==> src/rtl/ace_snoop_scheduler.sv <==
// Round-robin scheduler that issues ACE snoops for one granted coherent read at a time,
// merges the CR responses, and hands a completion record downstream.
module ace_snoop_scheduler #(
  parameter int unsigned NumMst = 4,
  localparam int unsigned IdxW = (NumMst > 1) ? $clog2(NumMst) : 1
) (
  input  logic                  clk_i,
  input  logic                  rst_i,
  input  logic [NumMst-1:0]     req_valid_i,
  input  logic [NumMst-1:0]     req_snooping_i,
  input  logic [NumMst-1:0]     req_illegal_i,
  input  logic [4*NumMst-1:0]   req_snoop_trs_i,
  output logic [NumMst-1:0]     req_ready_o,
  output logic [NumMst-1:0]     ac_valid_o,
  input  logic [NumMst-1:0]     ac_ready_i,
  output logic [3:0]            ac_snoop_o,
  input  logic [NumMst-1:0]     cr_valid_i,
  input  logic [5*NumMst-1:0]   cr_resp_i,
  output logic [NumMst-1:0]     cr_ready_o,
  output logic                  done_valid_o,
  input  logic                  done_ready_i,
  output logic [IdxW-1:0]       done_idx_o,
  output logic                  done_snooped_o,
  output logic                  done_illegal_o,
  output logic [4:0]            done_resp_o
);

  typedef enum logic [1:0] {StIdle, StSnoop, StDone} state_e;

  localparam logic [NumMst-1:0] OneM = NumMst'(1);

  state_e              state_q, state_d;
  logic [IdxW-1:0]     idx_q, idx_d;
  logic [3:0]          snoop_trs_q, snoop_trs_d;
  logic                snooping_q, snooping_d;
  logic                illegal_q, illegal_d;
  logic [IdxW-1:0]     rr_ptr_q, rr_ptr_d;
  logic [NumMst-1:0]   tgt_q, tgt_d;
  logic [NumMst-1:0]   ac_sent_q, ac_sent_d;
  logic [NumMst-1:0]   cr_rcvd_q, cr_rcvd_d;
  logic [4:0]          resp_acc_q, resp_acc_d;

  logic                grant_found;
  logic [IdxW-1:0]     grant_idx;

  // First valid requester at or above rr_ptr, wrapping around.
  always_comb begin
    grant_found = 1'b0;
    grant_idx   = '0;
    for (int unsigned i = 0; i < NumMst; i++) begin
      if (!grant_found && req_valid_i[IdxW'((rr_ptr_q + i) % NumMst)]) begin
        grant_found = 1'b1;
        grant_idx   = IdxW'((rr_ptr_q + i) % NumMst);
      end
    end
  end

  always_comb begin
    state_d        = state_q;
    idx_d          = idx_q;
    snoop_trs_d    = snoop_trs_q;
    snooping_d     = snooping_q;
    illegal_d      = illegal_q;
    rr_ptr_d       = rr_ptr_q;
    tgt_d          = tgt_q;
    ac_sent_d      = ac_sent_q;
    cr_rcvd_d      = cr_rcvd_q;
    resp_acc_d     = resp_acc_q;
    req_ready_o    = '0;
    ac_valid_o     = '0;
    ac_snoop_o     = '0;
    cr_ready_o     = '0;
    done_valid_o   = 1'b0;
    done_idx_o     = '0;
    done_snooped_o = 1'b0;
    done_illegal_o = 1'b0;
    done_resp_o    = '0;

    unique case (state_q)
      StIdle: begin
        if (grant_found) begin
          idx_d       = grant_idx;
          snoop_trs_d = req_snoop_trs_i[4*grant_idx +: 4];
          snooping_d  = req_snooping_i[grant_idx];
          illegal_d   = req_illegal_i[grant_idx];
          rr_ptr_d    = (grant_idx == IdxW'(NumMst - 1)) ? '0 : grant_idx + IdxW'(1);
          ac_sent_d   = '0;
          cr_rcvd_d   = '0;
          resp_acc_d  = '0;
          tgt_d       = ~(OneM << grant_idx);
          // Illegal wins over snooping; a lone master has nobody to snoop.
          if (req_illegal_i[grant_idx] || !req_snooping_i[grant_idx] || (tgt_d == '0)) begin
            state_d = StDone;
          end else begin
            state_d = StSnoop;
          end
        end
      end
      StSnoop: begin
        ac_valid_o = tgt_q & ~ac_sent_q;
        ac_snoop_o = (|ac_valid_o) ? snoop_trs_q : 4'b0000;
        // CR is only taken once the AC handshake is already registered.
        cr_ready_o = tgt_q & ac_sent_q & ~cr_rcvd_q;
        ac_sent_d  = ac_sent_q | (ac_valid_o & ac_ready_i);
        cr_rcvd_d  = cr_rcvd_q | (cr_ready_o & cr_valid_i);
        for (int unsigned m = 0; m < NumMst; m++) begin
          if (cr_ready_o[m] && cr_valid_i[m]) begin
            resp_acc_d = resp_acc_d | cr_resp_i[5*m +: 5];
          end
        end
        if (&(cr_rcvd_d | ~tgt_q)) begin
          state_d = StDone;
        end
      end
      StDone: begin
        done_valid_o   = 1'b1;
        done_idx_o     = idx_q;
        done_snooped_o = snooping_q & ~illegal_q & (|tgt_q);
        done_illegal_o = illegal_q;
        done_resp_o    = resp_acc_q;
        if (done_ready_i) begin
          req_ready_o = OneM << idx_q;
          state_d     = StIdle;
        end
      end
      default: state_d = StIdle;
    endcase
  end

  always_ff @(posedge clk_i) begin
    if (rst_i) begin
      state_q     <= StIdle;
      idx_q       <= '0;
      snoop_trs_q <= '0;
      snooping_q  <= 1'b0;
      illegal_q   <= 1'b0;
      rr_ptr_q    <= '0;
      tgt_q       <= '0;
      ac_sent_q   <= '0;
      cr_rcvd_q   <= '0;
      resp_acc_q  <= '0;
    end else begin
      state_q     <= state_d;
      idx_q       <= idx_d;
      snoop_trs_q <= snoop_trs_d;
      snooping_q  <= snooping_d;
      illegal_q   <= illegal_d;
      rr_ptr_q    <= rr_ptr_d;
      tgt_q       <= tgt_d;
      ac_sent_q   <= ac_sent_d;
      cr_rcvd_q   <= cr_rcvd_d;
      resp_acc_q  <= resp_acc_d;
    end
  end

endmodule

==> config.mk <==
export PLATFORM = sky130hd
export DESIGN_NAME = ace_snoop_scheduler
export DESIGN_NICKNAME = d
export VERILOG_FILES = /design/src/rtl/ace_snoop_scheduler.sv
export SDC_FILE = /design/constraint.sdc
export NUM_CORES = 1
export LEC_CHECK = 0
export ABC_AREA = 1
export CAP_MARGIN = 40
export CORE_MARGIN = 3
export CORE_UTILIZATION = 35
export CTS_CLUSTER_DIAMETER = 80
export DETAILED_ROUTE_END_ITERATION = 12
export PLACE_DENSITY = 0.7
export SKIP_LAST_GASP = 1
export SLEW_MARGIN = 15
export SYNTH_ARGS = -nofsm -noshare
export SYNTH_HDL_FRONTEND = slang
export SYNTH_SLANG_ARGS = --single-unit
==> constraint.sdc <==
create_clock -name clk_i -period 2 [get_ports clk_i]
set_clock_uncertainty 0.1 [all_clocks]
set_input_delay 0.5 -clock clk_i [delete_from_list [all_inputs] [get_ports clk_i]]
set_output_delay 0.5 -clock clk_i [all_outputs]
set_load 0.005 [all_outputs]
# ---- Yosys cells after proc, flatten, opt, wreduce, memory -nomap -nowiden
# Index checks and enable logic that the tools add are counted.
dict set report totals {
  regBits 29
  input_bits 59
  output_inout_bits 26
  word_cells 118
}
dict set report classes {
  n_addsub 4
  magnitude_cmp 5
  n_eq_ne 6
  n_shift 3
  n_mux 49
  n_bitwise 19
  n_reduce_logical 22
}
# cell count
set ops {}
lappend ops {{$mux W5} 9}
lappend ops {{$mux W4} 7}
lappend ops {{$and A4 B4 Y4} 5}
lappend ops {{$mux W2} 10}
lappend ops {{$or A5 B5 Y5} 4}
lappend ops {{$not A4 Y4} 4}
lappend ops {{$pmux W4 S2} 2}
lappend ops {{$shiftx A16 B5 Y4} 1}
lappend ops {{$lt A2 B3 Y1 const B} 5}
lappend ops {{$mux W1} 13}
lappend ops {{$bmux W1 S2} 6}
lappend ops {{$or A4 B4 Y4} 3}
lappend ops {{$pmux W5 S2} 1}
lappend ops {{$reduce_or A4 Y1} 2}
lappend ops {{$shl A1 B2 Y4 const A} 2}
lappend ops {{$logic_and A1 B1 Y1} 7}
lappend ops {{$ne A2 B2 Y1 const B} 3}
lappend ops {{$pmux W2 S3} 1}
lappend ops {{$add A2 B1 Y2 const B} 2}
lappend ops {{$add A2 B2 Y2 const B} 2}
lappend ops {{$eq A2 B2 Y1 const B} 2}
lappend ops {{$logic_not A1 Y1} 4}
lappend ops {{$logic_not A4 Y1} 1}
lappend ops {{$reduce_and A2 Y1} 2}
lappend ops {{8 further kinds} 10}

# ---- Longest topological paths before layout
dict set report depth {
  depth_word 20
  depth_mapped 17
  depth_no_buf 16
}

# ---- Least setup slack after synthesis
# Ideal clock, no wire load.
dict set report synth_path {
  kind {input-to-reg}
  startpoint {input port req_valid_i[1]}
  endpoint {register state_q[1]}
  setup_time_ps 112
  t_arrival_ps 1906
  required_time_ps 1788
  slack_ps -118
  path_stages 14
  path_cell_list {inv_1 > nand2_1 > nand3_2 > nand2_2 > nor2_8 > nand3_1 > nand3_1 > nand2_2 > buf_4 > ha_1 > a41oi_1 > nand3_2 > inv_2 > nor2_2}
}
dict set report synth_between {
  elab_chain_len 20
}
# element line
set synth_lines {}
lappend synth_lines {{from (decl)} 9} ;# input logic [NumMst-1:0] req_valid_i,
lappend synth_lines {{$bmux W1 S2} 51} ;# if (!grant_found && req_valid_i[IdxW'((rr_ptr_q + i) % NumMst)]) begin
lappend synth_lines {{$mux W1 (not written as such)} 51}
lappend synth_lines {{$mux W1} 51}
lappend synth_lines {{$logic_not A1 Y1} 51}
lappend synth_lines {{$logic_and A1 B1 Y1} 51}
lappend synth_lines {{$mux W1} 51}
lappend synth_lines {{$logic_not A1 Y1} 51}
lappend synth_lines {{$logic_and A1 B1 Y1} 51}
lappend synth_lines {{(+3 left out)} n/a}
lappend synth_lines {{$mux W2} 51}
lappend synth_lines {{$bmux W1 S2} 92} ;# if (req_illegal_i[grant_idx] || !req_snooping_i[grant_idx] || (tgt_d == '0)) begin
lappend synth_lines {{$mux W1 (not written as such)} 92}
lappend synth_lines {{$logic_not A1 Y1} 92}
lappend synth_lines {{$logic_or A1 B1 Y1 (2 in series)} 92}
lappend synth_lines {{$mux W2} 92}
lappend synth_lines {{$mux W2} 81} ;# if (grant_found) begin
lappend synth_lines {{$pmux W2 S3} 79} ;# unique case (state_q)
lappend synth_lines {{to (signal assigned)} 132} ;# state_q <= StIdle;
lappend synth_lines {{to (signal assigned)} 143} ;# state_q <= state_d;
lappend synth_lines {{to (decl)} 32} ;# state_e state_q, state_d;
# Several ways; a longest one is shown, not always the timed one. The select of a mux whose other input is x is not followed.
# A chain may end at the register's enable or synchronous reset.

# ---- Final worst setup path
dict set report layout_path {
  startpoint {register rr_ptr_q[0]}
  endpoint {register state_q[1]}
}
dict set report layout_between {
  elab_chain_len 20
}
# element line
set layout_lines {}
lappend layout_lines {{from (decl)} 37} ;# logic [IdxW-1:0] rr_ptr_q, rr_ptr_d;
lappend layout_lines {{from (signal assigned)} 148} ;# rr_ptr_q <= rr_ptr_d;
lappend layout_lines {{parallel branches: the longest is 20 deep, another holds $add A2 B1 Y2} n/a}
# Several ways; the timed one is not identified. The select of a mux whose other input is x is not followed.

==> results.py <==
metrics = {
    "finish": {
        "area_growth_pct": 81.8,
        "num_antenna_cells": 0,
        "nNetsFinal": 524,
        "fin_area_sq_mm": 0.00384,
        "drive_gt1_share_pct": 39.4,
    },
    "power_and_ir_drop": {
        "power_uw": 5470,
        "p_leak_uw": 0.00174,
        "power_density_mw_per_mm2": 1420,
        "vdd_drop_max_mv": 0.963,
    },
    "sta": {
        "finalWorstSetupSlack_ns": -0.0541,
        "relSlewSlack_pct": 71.2,
        "slew_viol_final": 0,
        "tightestPinTransition_ns": 0.430,
        "setup_viol": 4,
        "period_share_pct": 103,
        "rsz0062_at_grt": "yes",
        "finalSetupTns_ns": -0.156,
        "period_minus_slack_ns": 2.05,
        "clock.fmax_mhz": 487,
        "finalHoldViolations": 0,
    },
    "hold_path": {
        "min_from": "tgt_q[0]$_SDFFE_PP0P_",
        "min_to": "ac_sent_q[0]$_SDFFE_PP0P_",
        "holdPathStages": 2,
        "hold_class": "reg2reg",
    },
    "logic_synthesis": {
        "ys_types": 34,
        "yosysTopAreaCell": "dfxtp_1",
        "synthCells": 330,
        "syn-cell-area_sq_mm": 0.00211,
        "synthTopCellsByArea": "dfxtp_1 27%, nand2_1 12%, inv_1 7.8%",
        "synthesis.nets": 393,
        "synth_top_area_share_pct": 27.5,
        "yosysSeqAreaShare_pct": 27.5,
        "avgSynthCellArea_sq_um": 6.40,
        "yosysWarnings": 0,
        "synth.ff_latch_count": 29,
    },
    "run_status": {
        "status": "complete, but fails checks",
        "violations": "setup timing",
    },
    "clock_tree": {
        "clock_latency_ns": 0.29,
        "htreeDepth": 2,
        "cts_tree": "done",
        "cts.path.max_buffers": 2,
        "root_buffer": "clkbuf_8",
        "clkTransAtPathRegs_ns": 0.07,
        "cts_sinks": 29,
        "cts_buffers": 5,
    },
    "die": {
        "fp.coreArea_sq_mm": 0.00568,
        "rows": 27,
        "die_x_um": 83.7,
        "die_area_sq_mm": 0.00701,
        "start_util_pct": 37.2,
        "die_y_um": 83.7,
        "design.portCount": 85,
    },
    "placement": {
        "dp_hpwl_um": 5170,
        "io_buffers": 84,
        "placed_area_sq_mm": 0.00330,
        "pre_cts_ws_ns": -0.625,
        "routabilityCongestion": 0.882,
    },
    "routing": {
        "drt_iter0_drc": 83,
        "drc_errors": 0,
        "firstDrtPassIters": 4,
        "ant_nets": 0,
        "routed_wl_um": 7140,
        "wl_per_cell_um": 13.4,
        "via_count": 2648,
        "viasPerCell": 4.96,
    },
    "critical_path": {
        "crit_fanout": 8,
        "critPathLaunchType": "flip-flop",
        "cp.required_ns": 2.09,
        "regToRegStartpoint": "rr_ptr_q[0]$_SDFFE_PP0P_",
        "path_class": "reg2reg",
        "end_kind": "flip-flop",
        "crit-reg2reg-capture": "state_q[1]$_SDFFE_PP0P_",
        "ff2ff_setup_slack_ns": -0.05,
        "cp_data_arrival_time_ns": 2.14,
        "worstRegToRegCells": 15,
    },
    "grt": {
        "overflow": 0,
        "grt_start_max_net_pins": 17,
        "grt_pass1_vias": 2528,
        "antenna_found_initial": 0,
        "grt_usage_pct": 19.6,
        "grt_pass1_wl_um": 11600,
    },
    "run": {
        "maxCapViolCount": 0,
    },
}
[cell families (layout without fill, tap and decap cells)]
family | after synthesis | in the layout | share of synthesized area [%]
buffers and inverters | 63 | 195 | 12.9
AOI/OAI and AO/OA | 58 | 58 | 16.3
DFF | 29 | 29 | 27.5
and+or+nand+nor | 176 | 176 | 40.9
adders and majority gates | 4 | 4 | 2.37
[critical path: stages (launching register included)]
cell	delay, ns
dfxtp_4	0.37
buf_12	0.15
nand2_4	0.06
nand2_4	0.07
nand2_4	0.08
nand2_4	0.07
nor2_8	0.14
nand2_1	0.08
nand3_2	0.09
nand2_4	0.06
buf_6	0.13
ha_4	0.16
a41oi_2	0.18
nand3_2	0.12
inv_2	0.07
nor2_2	0.03
[worst max path at each step]
stage | startpoint | endpoint | slack [ns] | depth (start not counted)
5_1_grt | rr_ptr_q[0]$_SDFFE_PP0P_ | state_q[1]$_SDFFE_PP0P_ | -0.18 | 15
3_3_place_gp | done_ready_i | req_ready_o[0] | -0.56 | 4
4_1_cts | state_q[0]$_SDFFE_PP0P_ | req_ready_o[0] | -0.13 | 6
6_report | rr_ptr_q[0]$_SDFFE_PP0P_ | state_q[1]$_SDFFE_PP0P_ | -0.05 | 15
3_5_place_dp | req_valid_i[1] | state_q[1]$_SDFFE_PP0P_ | -0.63 | 15
2_1_floorplan | req_valid_i[3] | state_q[1]$_SDFFE_PP0P_ | 0.01 | 14
[layout make-up]
class	instances	area (sq um)
fillers	476	1830
multi-input cells	238	1620
flip-flops and latches	29	597
well taps	72	90.1
repair buffers	135	1230
clock inverters	3	22.5
inverters	52	210
clock buffers	5	68.8
[power by group]
group / leakage (uW) / internal (uW) / total, uW / switching (uW)
Combinational: 0.00147 / 1930 / 4110 / 2180
Clock: 0.0000364 / 244 / 494 / 251
Sequential: 0.000241 / 736 / 865 / 129
Total: 0.00174 / 2910 / 5470 / 2560
[state kept, by name, summed over array words and instances (netlist names)]
register / count
resp_acc_q: 5
ac_sent_q: 4
cr_rcvd_q: 4
snoop_trs_q: 4
tgt_q: 4
idx_q: 2
rr_ptr_q: 2
state_q: 2
illegal_q: 1
snooping_q: 1
[cells in the mapped netlist]
| library cell | number |
|---|---|
| a41oi_1 | 1 |
| nand3_1 | 19 |
| inv_1 | 44 |
| nor4_1 | 7 |
| or2_2 | 3 |
| inv_2 | 8 |
| ha_1 | 4 |
| dfxtp_1 | 29 |
| a21oi_1 | 22 |
| nand3b_1 | 2 |
| buf_6 | 2 |
| nand3_4 | 2 |
| clkbuf_1 | 3 |
| o21ai_0 | 9 |
| nand4_1 | 1 |
| buf_2 | 2 |
| buf_8 | 1 |
| buf_4 | 2 |
| nand2_2 | 16 |
| o21ai_1 | 6 |
| a221oi_1 | 5 |
| a211oi_1 | 4 |
| nor2_2 | 2 |
| nor2_1 | 37 |
| buf_1 | 1 |
| nor3_1 | 13 |
| nand2_1 | 67 |
| o211ai_1 | 5 |
| o22ai_1 | 2 |
| a21oi_2 | 1 |
| nor2_8 | 1 |
| nand2_4 | 2 |
| nand3_2 | 4 |
| a31oi_1 | 3 |
[what timing repair did]
item,in CTS,in global routing
endpoints found under the setup margin,48,37
resized for setup,108,75
hold buffers,0,0
pin swaps,24,37
buffers inserted,10,3
[cells in the final DEF, fill, tap and decap left out, drive strengths merged]
master         netlist  final
a211oi               4      4
a21oi               23     23
a221oi               5      5
a31oi                3      3
a41oi                1      1
buf                  8     60
clkbuf               3      5
clkdlybuf4s15        0      4
clkdlybuf4s50        0     53
clkinvlp             0      3
dfxtp               29     29
dlygate4sd2          0     18
ha                   4      4
inv                 52     52
nand2               85     85
nand3               25     25
nand3b               2      2
nand4                1      1
nor2                40     40
nor3                13     13
nor4                 7      7
o211ai               5      5
o21ai               15     15
o22ai                2      2
or2                  3      3
[per-layer routing]
metal | part of all wire, % | vias up | track usage [%] | routed length (um)
met2 | 47 | 95 | 32.8 | 3360
met5 | 0 | - | 0 | 0
met1 | 45 | 1201 | 25.5 | 3210
li1 | - | 1345 | - | -
met4 | 1.2 | 0 | 4.82 | 85
met3 | 6.8 | 7 | 4.44 | 485
[stage by stage]
| step | hold slack, ns | instances | util (%) |
|---|---|---|---|
| 2_1_floorplan | 0.381 | 330 | - |
| 3_3_place_gp | 0.410 | 515 | 58.1 |
| 3_5_place_dp | 0.402 | 515 | 58.1 |
| 4_1_cts | 0.406 | 533 | 63.0 |
| 5_1_grt | 0.423 | 534 | 67.7 |
| 6_report | 0.416 | 534 | 67.7 |
No activity file was read; power rests on OpenSTA's default activity.
